**src/rtl/branch_sequencer_if.sv**
```systemverilog
// Purpose: bundle of the branch sequencer's control/handshake signals.
//   master : main control / ALU / gate side (drives requests, flags, gate_out)
//   slave  : branch_sequencer (drives ALU/gate/PC controls and status)
// Signals:
//   start, opcode, imm16, pc_plus4          : branch request and instruction fields
//   cmp_valid, igual, maior, menor          : ALU compare flags
//   gate_out                                : condition gate result
//   reg_read_en, alu_cmp_req                : register-file / ALU controls
//   uc_control, uc_op                       : condition gate controls
//   pc_write, pc_target                     : PC load strobe and target
//   busy, done, taken, error                : status
interface branch_sequencer_if;
  localparam int unsigned OPC_W  = 6;
  localparam int unsigned IMM_W  = 16;
  localparam int unsigned ADDR_W = 32;
  localparam int unsigned UOP_W  = 2;

  logic              start;
  logic [OPC_W-1:0]  opcode;
  logic [IMM_W-1:0]  imm16;
  logic [ADDR_W-1:0] pc_plus4;
  logic              cmp_valid;
  logic              igual;
  logic              maior;
  logic              menor;
  logic              gate_out;

  logic              reg_read_en;
  logic              alu_cmp_req;
  logic              uc_control;
  logic [UOP_W-1:0]  uc_op;
  logic              pc_write;
  logic [ADDR_W-1:0] pc_target;
  logic              busy;
  logic              done;
  logic              taken;
  logic              error;

  modport master (
    output start, opcode, imm16, pc_plus4, cmp_valid, igual, maior, menor, gate_out,
    input  reg_read_en, alu_cmp_req, uc_control, uc_op, pc_write, pc_target,
           busy, done, taken, error
  );

  modport slave (
    input  start, opcode, imm16, pc_plus4, cmp_valid, igual, maior, menor, gate_out,
    output reg_read_en, alu_cmp_req, uc_control, uc_op, pc_write, pc_target,
           busy, done, taken, error
  );
endinterface

```
**src/rtl/branch_sequencer.sv**
```systemverilog
// Purpose: multicycle sequencer for conditional branches (BEQ/BNE/BLE/BGT).
//   Latches the instruction fields, computes the target, waits for an ALU
//   compare (with timeout), drives the condition gate and issues one PC write
//   when the branch is taken.
// Ports:
//   clk   : system clock, rising edge
//   reset : asynchronous active-low reset
//   bus   : branch_sequencer_if.slave (request, flags, gate and PC controls)
module branch_sequencer #(
  parameter int unsigned CMP_TIMEOUT = 8,
  parameter logic [5:0]  OP_BEQ      = 6'h04,
  parameter logic [5:0]  OP_BNE      = 6'h05,
  parameter logic [5:0]  OP_BLE      = 6'h06,
  parameter logic [5:0]  OP_BGT      = 6'h07
) (
  input  logic                clk,
  input  logic                reset,
  branch_sequencer_if.slave   bus
);

  localparam int unsigned ADDR_W = 32;
  localparam int unsigned IMM_W  = 16;
  localparam int unsigned UOP_W  = 2;
  localparam int unsigned CNT_W  = 8;

  typedef enum logic [2:0] {
    S_IDLE,
    S_TARGET,
    S_COMPARE,
    S_RESOLVE,
    S_WRITE
  } state_t;

  state_t             r_state;
  logic [CNT_W-1:0]   r_cnt;
  logic [UOP_W-1:0]   r_op;
  logic [IMM_W-1:0]   r_imm;
  logic [ADDR_W-1:0]  r_pc_l;
  logic [2:0]         r_flags;

  logic               r_reg_read_en;
  logic               r_alu_cmp_req;
  logic               r_uc_control;
  logic [UOP_W-1:0]   r_uc_op;
  logic               r_pc_write;
  logic [ADDR_W-1:0]  r_pc_target;
  logic               r_busy;
  logic               r_done;
  logic               r_taken;
  logic               r_error;

  logic               w_legal;
  logic [UOP_W-1:0]   w_op;
  logic               w_timeout;
  logic               w_flags_unused;

  // Opcode to gate-op decode
  always_comb begin
    w_legal = 1'b0;
    w_op    = '0;
    if (bus.opcode == OP_BEQ) begin
      w_legal = 1'b1;
      w_op    = 2'b00;
    end else if (bus.opcode == OP_BNE) begin
      w_legal = 1'b1;
      w_op    = 2'b01;
    end else if (bus.opcode == OP_BLE) begin
      w_legal = 1'b1;
      w_op    = 2'b10;
    end else if (bus.opcode == OP_BGT) begin
      w_legal = 1'b1;
      w_op    = 2'b11;
    end
  end

  // This missed compare cycle would be the CMP_TIMEOUT-th one
  assign w_timeout = ((9'(r_cnt) + 9'd1) == 9'(CMP_TIMEOUT));

  // Captured flags are kept for observability; the external gate makes the decision
  assign w_flags_unused = ^r_flags;

  // Sequencer state and registered outputs
  always_ff @(posedge clk or negedge reset) begin
    if (!reset) begin
      r_state       <= S_IDLE;
      r_cnt         <= '0;
      r_op          <= '0;
      r_imm         <= '0;
      r_pc_l        <= '0;
      r_flags       <= '0;
      r_reg_read_en <= 1'b0;
      r_alu_cmp_req <= 1'b0;
      r_uc_control  <= 1'b0;
      r_uc_op       <= '0;
      r_pc_write    <= 1'b0;
      r_pc_target   <= '0;
      r_busy        <= 1'b0;
      r_done        <= 1'b0;
      r_taken       <= 1'b0;
      r_error       <= 1'b0;
    end else begin
      // single-cycle strobes default low
      r_reg_read_en <= 1'b0;
      r_alu_cmp_req <= 1'b0;
      r_uc_control  <= 1'b0;
      r_uc_op       <= '0;
      r_pc_write    <= 1'b0;
      r_done        <= 1'b0;
      r_error       <= 1'b0;

      unique case (r_state)
        S_IDLE: begin
          if (bus.start) begin
            if (w_legal) begin
              r_imm         <= bus.imm16;
              r_pc_l        <= bus.pc_plus4;
              r_op          <= w_op;
              r_taken       <= 1'b0;
              r_busy        <= 1'b1;
              r_reg_read_en <= 1'b1;
              r_state       <= S_TARGET;
            end else begin
              r_error <= 1'b1;
            end
          end
        end

        S_TARGET: begin
          // sign-extended word offset, wraps modulo 2^32
          r_pc_target   <= r_pc_l + {{14{r_imm[15]}}, r_imm, 2'b00};
          r_cnt         <= '0;
          r_alu_cmp_req <= 1'b1;
          r_state       <= S_COMPARE;
        end

        S_COMPARE: begin
          if (bus.cmp_valid) begin
            // cmp_valid wins even on the timeout cycle
            r_flags      <= {bus.igual, bus.maior, bus.menor};
            r_uc_control <= 1'b1;
            r_uc_op      <= r_op;
            r_state      <= S_RESOLVE;
          end else if (w_timeout) begin
            r_error <= 1'b1;
            r_busy  <= 1'b0;
            r_state <= S_IDLE;
          end else begin
            r_cnt         <= r_cnt + CNT_W'(1);
            r_alu_cmp_req <= 1'b1;
          end
        end

        S_RESOLVE: begin
          r_taken    <= bus.gate_out;
          r_pc_write <= bus.gate_out;
          r_done     <= 1'b1;
          r_state    <= S_WRITE;
        end

        S_WRITE: begin
          r_busy  <= 1'b0;
          r_state <= S_IDLE;
        end

        default: begin
          r_busy  <= 1'b0;
          r_state <= S_IDLE;
        end
      endcase
    end
  end

  assign bus.reg_read_en = r_reg_read_en;
  assign bus.alu_cmp_req = r_alu_cmp_req;
  assign bus.uc_control  = r_uc_control;
  assign bus.uc_op       = r_uc_op;
  assign bus.pc_write    = r_pc_write;
  assign bus.pc_target   = r_pc_target;
  assign bus.busy        = r_busy;
  assign bus.done        = r_done;
  assign bus.taken       = r_taken;
  assign bus.error       = r_error;

endmodule

```
**src/flat_wrapper.sv**
```systemverilog
// flat-port wrapper written by rule: the top's interface ports become plain ports
module branch_sequencer_flat 
#(
  parameter int unsigned CMP_TIMEOUT = 8,
  parameter logic [5:0]  OP_BEQ      = 6'h04,
  parameter logic [5:0]  OP_BNE      = 6'h05,
  parameter logic [5:0]  OP_BLE      = 6'h06,
  parameter logic [5:0]  OP_BGT      = 6'h07
)
  (clk, reset, bus_start, bus_opcode, bus_imm16, bus_pc_plus4, bus_cmp_valid, bus_igual, bus_maior, bus_menor, bus_gate_out, bus_reg_read_en, bus_alu_cmp_req, bus_uc_control, bus_uc_op, bus_pc_write, bus_pc_target, bus_busy, bus_done, bus_taken, bus_error);
  branch_sequencer_if bus_i ();
  input  logic clk;
  input  logic reset;
  input wire logic [$bits(bus_i.start)-1:0] bus_start;
  input wire logic [$bits(bus_i.opcode)-1:0] bus_opcode;
  input wire logic [$bits(bus_i.imm16)-1:0] bus_imm16;
  input wire logic [$bits(bus_i.pc_plus4)-1:0] bus_pc_plus4;
  input wire logic [$bits(bus_i.cmp_valid)-1:0] bus_cmp_valid;
  input wire logic [$bits(bus_i.igual)-1:0] bus_igual;
  input wire logic [$bits(bus_i.maior)-1:0] bus_maior;
  input wire logic [$bits(bus_i.menor)-1:0] bus_menor;
  input wire logic [$bits(bus_i.gate_out)-1:0] bus_gate_out;
  output wire logic [$bits(bus_i.reg_read_en)-1:0] bus_reg_read_en;
  output wire logic [$bits(bus_i.alu_cmp_req)-1:0] bus_alu_cmp_req;
  output wire logic [$bits(bus_i.uc_control)-1:0] bus_uc_control;
  output wire logic [$bits(bus_i.uc_op)-1:0] bus_uc_op;
  output wire logic [$bits(bus_i.pc_write)-1:0] bus_pc_write;
  output wire logic [$bits(bus_i.pc_target)-1:0] bus_pc_target;
  output wire logic [$bits(bus_i.busy)-1:0] bus_busy;
  output wire logic [$bits(bus_i.done)-1:0] bus_done;
  output wire logic [$bits(bus_i.taken)-1:0] bus_taken;
  output wire logic [$bits(bus_i.error)-1:0] bus_error;
  assign bus_i.start = bus_start;
  assign bus_i.opcode = bus_opcode;
  assign bus_i.imm16 = bus_imm16;
  assign bus_i.pc_plus4 = bus_pc_plus4;
  assign bus_i.cmp_valid = bus_cmp_valid;
  assign bus_i.igual = bus_igual;
  assign bus_i.maior = bus_maior;
  assign bus_i.menor = bus_menor;
  assign bus_i.gate_out = bus_gate_out;
  assign bus_reg_read_en = bus_i.reg_read_en;
  assign bus_alu_cmp_req = bus_i.alu_cmp_req;
  assign bus_uc_control = bus_i.uc_control;
  assign bus_uc_op = bus_i.uc_op;
  assign bus_pc_write = bus_i.pc_write;
  assign bus_pc_target = bus_i.pc_target;
  assign bus_busy = bus_i.busy;
  assign bus_done = bus_i.done;
  assign bus_taken = bus_i.taken;
  assign bus_error = bus_i.error;
  branch_sequencer #(.CMP_TIMEOUT(CMP_TIMEOUT), .OP_BEQ(OP_BEQ), .OP_BNE(OP_BNE), .OP_BLE(OP_BLE), .OP_BGT(OP_BGT)) u_core (.clk(clk), .reset(reset), .bus(bus_i));
endmodule
```
**config.mk**
```make
export PLATFORM = sky130hd
export DESIGN_NAME = branch_sequencer_flat
export DESIGN_NICKNAME = d
export VERILOG_FILES = /design/src/rtl/branch_sequencer_if.sv /design/src/rtl/branch_sequencer.sv /design/src/flat_wrapper.sv
export SDC_FILE = /design/constraint.sdc
export NUM_CORES = 1
export LEC_CHECK = 0
export CORE_UTILIZATION = 35
export CTS_CLUSTER_DIAMETER = 100
export DETAILED_ROUTE_END_ITERATION = 8
export GPL_ROUTABILITY_DRIVEN = 0
export GPL_TIMING_DRIVEN = 0
export PLACE_DENSITY = 0.69
export SYNTH_ARGS = -nofsm -noshare
export SYNTH_HDL_FRONTEND = slang
export SYNTH_SLANG_ARGS = --single-unit
```
**constraint.sdc**
```tcl
create_clock -name clk -period 2.5 [get_ports clk]
set_input_delay 0.375 -clock clk [delete_from_list [all_inputs] [get_ports clk]]
set_output_delay 0.375 -clock clk [all_outputs]
set_load 0.02 [all_outputs]
```
==> reports/qor.txt, run 1 <==
Setup violations, final: 0
Worst-margin pin slew: 0.865 ns
RSZ-0062 raised after global routing: true
Cell Rows: 45
CTS H-Tree Depth: 3
Seq cells post-synth: 103
Total gr overflow: 0
Max IR drop VDD: 0.000435 V
Worst setup SP type: flip-flop
CTS clock-pin slew for the worst setup and hold paths: 0.06 ns
Nets: 861
Synth Area in Simple Gates: 23.1%
CTS Sinks: 103
Distinct cells, synth: 50
Die W: 128 µm
Pwr Total: 9260 µW
Vias in the first global route: 4640
Synth Cell Area: 0.00555 mm²
Placed insts: 960
Worst setup startpoint: u_core.r_imm[15]$_DFFE_PN0P_
Max-cap viol count: 0
Gr usage total: 17.6%
Total CTS buffers: 9
Post-Layout Cell Count: 982
N_diodes: 0
Max-slew violation count: 0
Layout cells sized above 1: 8.69%
Root buffer cell: clkbuf_16
Clock buffer depth: 2
Fill cell count: 1496
Initial Util: 36.2%
Crit path required time: 2.72 ns
Max_slew headroom: 42.1%
Seq/Total Area, Yosys: 46.5%
First-pass DRT Iterations: 4
Core Region: 0.0153 mm²
Worst Path Class, Setup: reg -> reg
Mean number of vias per cell: 4.92
Post-synthesis compound-gate area fraction: 15.8%
Reg2reg setup slack: 0.07 ns
DRT iter0 DRCs: 360
Hold Fails Final Rpt: 0
Vias: 4828
Min Tclk post-route: 2.43 ns
Largest family of logic cells by synthesized area: simple AND/OR/NAND/NOR gates
HPWL Detailed: 10500 µm
Die area: 0.0164 mm²
IO buf count: 100
YS warnings: 0
Largest net degree at the start of global routing: 64
Part of the cycle the worst path needs: 97.1%
Area grow syn2layout: 32.8%
Fmax: 412 MHz
Status: complete, no violations
Mapped Nets: 741
Critical Path End: u_core.bus.pc_target[31]$_DFFE_PN0P_
Post-synth EDFFs: 0
Pleak: 0.00344 µW
Crit path DAT: 2.65 ns
Drt wl/cell: 14.1 µm
Setup TNS: 0 ns
Clk_lat worst skew: 0.35 ns
Post-synthesis xor/xnor area fraction: 4.26%
Worst setup EP type: flip-flop
CTS tree: yes
Layout Skew: 0.00678 ns
Die Y: 128 µm
Crit Reg-Reg Startpoint: u_core.r_imm[15]$_DFFE_PN0P_
R2r endpoint: u_core.bus.pc_target[31]$_DFFE_PN0P_
# DRC: 0
Adder-Cell Fraction of Synth Area: 7.13%
Post-synthesis mux area share: 0.384%
I/O pin total: 104
Ys async rst share: 100%
Worst Hold Class: in -> async
DRT antenna net count: 0
Power Density: 1260 mW/mm²
Mapped Cells: 648
Post-Route WL: 13800 µm
First-pass GRT wire length: 22500 µm
R2R depth: 9
Critical-path maximum fanout: 8
Synthesized area per cell: 8.56 µm²
Initial antenna violation count: 0
Most used DFF post-synth: dfrtp_1
-- stage by stage --
stage               utilization (%)  setup slack [ns]  cell area [µm²]  hold WS, ns
CTS                            46.9           0.00198             7180       0.0196
global route                   48.1           -0.0359             7370       0.0472
global placement               44.5             -2.80             6810        0.452
floorplan                         -             0.136             5550       0.0794
finish                         48.1            0.0727             7370      0.00198
detailed placement             44.6            -0.364             6840        0.395
-- cells by family after synthesis --
family | Yosys count
fa+ha+maj | 31
compound gates | 146
flops | 103
simple gates | 298
mux | 2
buf+inv | 41
xor+xnor | 27
-- what timing repair did --
action,in CTS,in global routing
pin swaps,9,18
hold buffers,0,0
resized for setup,12,26
buffers inserted,2,12
endpoints found under the setup margin,9,33
-- how the worst min path moves through the flow --
stage | from | end | slack (ns)
final | reset | u_core.r_pc_l[9]$_DFFE_PN0P_ | 0.002
after global routing | reset | u_core.r_pc_l[6]$_DFFE_PN0P_ | 0.05
after CTS | reset | u_core.r_imm[7]$_DFFE_PN0P_ | 0.02
after detailed placement | reset | u_core.r_pc_l[6]$_DFFE_PN0P_ | 0.40
after floorplan | reset | u_core.bus.alu_cmp_req$_DFF_PN0_ | 0.08
after global placement | u_core.r_pc_l[0]$_DFFE_PN0P_ | u_core.bus.pc_target[0]$_DFFE_PN0P_ | 0.45
-- placed cells by master, fill, tap and decap left out, types with 3 or more instances in the layout --
cell type / n
a21o_1: 12
a21oi_1: 34
a21oi_2: 5
a31oi_1: 5
and2_1: 5
and3_1: 7
buf_2: 5
buf_4: 13
clkbuf_1: 17
clkbuf_16: 9
clkdlybuf4s50_1: 99
dfrtp_1: 102
ha_1: 24
ha_2: 3
ha_4: 3
inv_1: 11
nand2_1: 215
nand2b_1: 7
nand3_1: 9
nand4_1: 13
nor2_1: 17
nor2b_1: 3
nor3_1: 4
nor3_2: 3
o211ai_1: 4
o21ai_0: 50
o21ai_1: 5
o21bai_1: 4
o31ai_1: 4
or4_1: 3
xnor2_1: 11
xor2_1: 16
-- area by class of cell --
cell class	count	area (µm²)	area share [%]
multi-input cells	504	2950	40.1
flip-flops and latches	103	2580	35.0
repair buffers	115	1140	15.5
well taps	211	264	3.58
clock buffers	11	243	3.30
plain buffers	23	95.1	1.29
inverters	12	45.0	0.612
clock inverters	3	43.8	0.595
-- worst max-delay path, stage by stage (launching register included) --
cell and delay [ns]:
dfrtp_2 0.43, clkbuf_4 0.21, buf_4 0.15, ha_1 0.32, nand4_1 0.18, or3_4 0.39
nor4_4 0.16, nor3_1 0.10, xnor2_1 0.27, o21ai_1 0.09
-- metal layers --
metal | part of all wire (%) | wire [µm] | track usage [%] | up-vias
met5 | 0 | 0 | 0 | -
met4 | 2.2 | 299 | 6.85 | 0
met3 | 3.8 | 529 | 3.21 | 14
met2 | 45 | 6250 | 28.1 | 100
met1 | 49 | 6740 | 23.7 | 2270
li1 | - | - | - | 2444
-- flip-flops by register name, indices dropped and copies added (netlist names) --
register                cells
u_core.bus.pc_target       32
u_core.r_op                 2
u_core.r_cnt                8
u_core.bus.reg_read_en      1
u_core.bus.alu_cmp_req      1
u_core.r_state              3
u_core.bus.taken            1
u_core.r_imm               16
u_core.bus.pc_write         1
u_core.bus.busy             1
u_core.r_pc_l              32
u_core.bus.uc_control       1
u_core.bus.error            1
u_core.bus.done             1
u_core.bus.uc_op            2
-- where the power goes --
group          switching [µW]  internal [µW]  total, µW
sequential                451           2340       2800
clock                     578            794       1370
combinational            2900           2190       5100
total                    3930           5330       9260
-- cells in the mapped netlist (5+ instances only) --
cell type / n / area share [%]
nor2_1: 17 / 1.2
a21o_1: 12 / 1.6
ha_1: 30 / 6.8
xor2_1: 16 / 2.5
o21ai_1: 5 / 0.45
nand2_1: 215 / 15
inv_1: 11 / 0.74
a31oi_1: 6 / 0.68
and2_1: 5 / 0.56
o31ai_1: 5 / 0.68
nor3_1: 6 / 0.54
and3_1: 7 / 0.79
clkbuf_1: 25 / 1.7
nand3_1: 9 / 0.81
nand4_1: 13 / 1.5
xnor2_1: 11 / 1.7
dfrtp_1: 103 / 46
a21oi_1: 40 / 3.6
nand2b_1: 8 / 0.90
o21ai_0: 50 / 4.5
Power figures use the tool's default switching activity.
==> run 2: changes to the inputs <==
--- a/config.mk
+++ b/config.mk
@@ -7,6 +7,7 @@
 export LEC_CHECK = 0
 export CORE_UTILIZATION = 35
 export CTS_CLUSTER_DIAMETER = 100
+export CTS_CLUSTER_SIZE = 12
 export DETAILED_ROUTE_END_ITERATION = 8
 export GPL_ROUTABILITY_DRIVEN = 0
 export GPL_TIMING_DRIVEN = 0
==> constraint.sdc (replaced) <==
create_clock -name clk -period 2.5 [get_ports clk]
set_input_delay 0.375 -clock clk [delete_from_list [all_inputs] [get_ports clk]]
set_output_delay 0.375 -clock clk [all_outputs]
set_load 0.005 [all_outputs]
==> results of run 2 <==
Same layout as run 1 (identical final DEF). Status: complete, no violations.
Main changes from that run: total power 9260 µW -> 8970 µW; worst IR drop on VDD 0.000435 V -> 0.000420 V
==> run 3: changes to the inputs <==
--- a/config.mk
+++ b/config.mk
@@ -12,6 +12,7 @@
 export GPL_ROUTABILITY_DRIVEN = 0
 export GPL_TIMING_DRIVEN = 0
 export PLACE_DENSITY = 0.69
+export RECOVER_POWER = 100
 export SYNTH_ARGS = -nofsm -noshare
 export SYNTH_HDL_FRONTEND = slang
 export SYNTH_SLANG_ARGS = --single-unit
==> reports/qor.txt, run 3 (synthesis gave the netlist of run 1 again) <==
First-pass DRT Iterations: 4
Reg2reg setup slack: 0.07 ns
Vias in the first global route: 4640
CP max stage cell: a311o_1
Commonest non-fill, non-tap cell in the layout: nand2_1
CTS tree: yes
CTS H-Tree Depth: 3
Max-cap viol count: 0
Pleak: 0.00351 µW
Commonest non-fill, non-tap cells in the layout: nand2_1 (215), dfrtp_1 (102), clkdlybuf4s50_1 (57)
Max IR drop VDD: 0.000415 V
Post-Route WL: 13800 µm
Crit path cell chain: ha_1 -> a211o_1 -> a211oi_2 -> o31ai_2 -> a311o_1 -> a31oi_1 -> xor2_1 -> o21ai_1
Clk_lat worst skew: 0.34 ns
Worst setup EP type: flip-flop
Worst Path Buf+Inv: 0
Worst Hold Class: in -> async
Layout Skew: 0.00767 ns
CTS Sinks: 103
Post-Layout Cell Count: 982
Power Density: 1210 mW/mm²
Worst Path Class, Setup: reg -> reg
Core Region: 0.0153 mm²
Fmax: 412 MHz
Cell Rows: 45
Placed insts: 960
Initial antenna violation count: 0
Gr usage total: 17.6%
CP max stage delay: 0.40 ns
Worst-margin pin slew: 0.987 ns
Worst setup SP type: flip-flop
I/O pin total: 104
Die Y: 128 µm
Root buffer cell: clkbuf_16
GRT Max-Usage Layer: met2
Status: complete, no violations
Crit path required time: 2.71 ns
# DRC: 0
Crit Reg-Reg Startpoint: u_core.r_pc_l[3]$_DFFE_PN0P_
Largest net degree at the start of global routing: 64
Clock buffer depth: 2
Cell area after layout: 0.00734 mm²
R2r endpoint: u_core.bus.pc_target[29]$_DFFE_PN0P_
Total CTS buffers: 9
Setup TNS: 0 ns
Routing usage on met2: 28.1%
Crit path DAT: 2.64 ns
Mean number of vias per cell: 4.89
Layout cells sized above 1: 8.30%
Placed cell areas: 0.00684 mm²
CTS Hold Bufs: 0
Initial Util: 36.2%
IO buf count: 100
Met1 usage: 23.7%
CTS clock-pin slew for the worst setup and hold paths: 0.07 ns
HPWL Detailed: 10500 µm
Min Tclk post-route: 2.43 ns
Critical-path maximum fanout: 4
N_diodes: 0
DRT antenna net count: 0
Die area: 0.0164 mm²
Post-layout util: 47.9%
Delay-heaviest family, CP: compound AO/OA/AOI/OAI gates
Setup violations, final: 0
First-pass GRT wire length: 22500 µm
Part of the cycle the worst path needs: 97.2%
Hold Fails Final Rpt: 0
Grt met3 use: 3.21%
Vias: 4801
Max-slew violation count: 0
DRT iter0 DRCs: 282
Area grow syn2layout: 32.3%
R2R depth: 8
Nets: 861
WHS: 0.174 ns
Die W: 128 µm
Total gr overflow: 0
Max_slew headroom: 34.2%
Drt wl/cell: 14.1 µm
RSZ-0062 raised after global routing: true
run 3: changes by cell type in the layout (fill, tap and decap cells not counted), sizes merged:
| cell | delta |
|---|---|
| clkbuf | +6 |
| buf | -6 |
| dlygate4sd3 | +42 |
| clkdlybuf4s50 | -42 |
run 3: worst max-delay path by stage:
stage                                       startpoint                                   end  slack (ns)  cells after the start
after floorplan           u_core.r_pc_l[2]$_DFFE_PN0P_  u_core.bus.pc_target[28]$_DFFE_PN0P_        0.14                     10
after global placement                           reset             u_core.bus.done$_DFF_PN0_       -2.80                      1
after detailed placement                 bus_opcode[5]          u_core.r_imm[14]$_DFFE_PN0P_       -0.36                      9
after CTS                 u_core.r_pc_l[3]$_DFFE_PN0P_  u_core.bus.pc_target[29]$_DFFE_PN0P_       0.002                      8
after global routing      u_core.r_pc_l[3]$_DFFE_PN0P_  u_core.bus.pc_target[29]$_DFFE_PN0P_       -0.04                      8
final                     u_core.r_pc_l[3]$_DFFE_PN0P_  u_core.bus.pc_target[29]$_DFFE_PN0P_        0.07                      8
run 3: final cells by class:
class	instances	area, µm²
fillers	1499	7980
multi-input cells	504	2950
flip-flops and latches	103	2580
repair buffers	115	1120
well taps	211	264
clock buffers	11	243
plain buffers	23	93.8
inverters	12	45.0
clock inverters	3	43.8
run 3: what timing repair did:
action	4_1_cts	5_1_grt
endpoints found under the setup margin	9	33
setup buffers	2	12
pin swaps	9	18
resized for setup	12	26
run 3: metal layers:
layer  up-vias  routed length, µm
met2        96               6330
li1       2446                  -
met1      2248               6720
met3        11                528
met4         0                247
met5         -                  0
run 3: power by group:
part | internal (µW) | switching [µW] | total [µW] | leakage (µW)
Clock | 794 | 574 | 1370 | 0.000142
Combinational | 2090 | 2610 | 4700 | 0.00203
Sequential | 2340 | 442 | 2790 | 0.00133
Total | 5230 | 3630 | 8860 | 0.00351
run 3: through the flow:
stage | power, µW | setup WS [ns]
after floorplan | 5640 | 0.136
final | 8860 | 0.0711
after CTS | 8700 | 0.00198
after global placement | 7070 | -2.80
after global routing | 9580 | -0.0359
after detailed placement | 7160 | -0.364
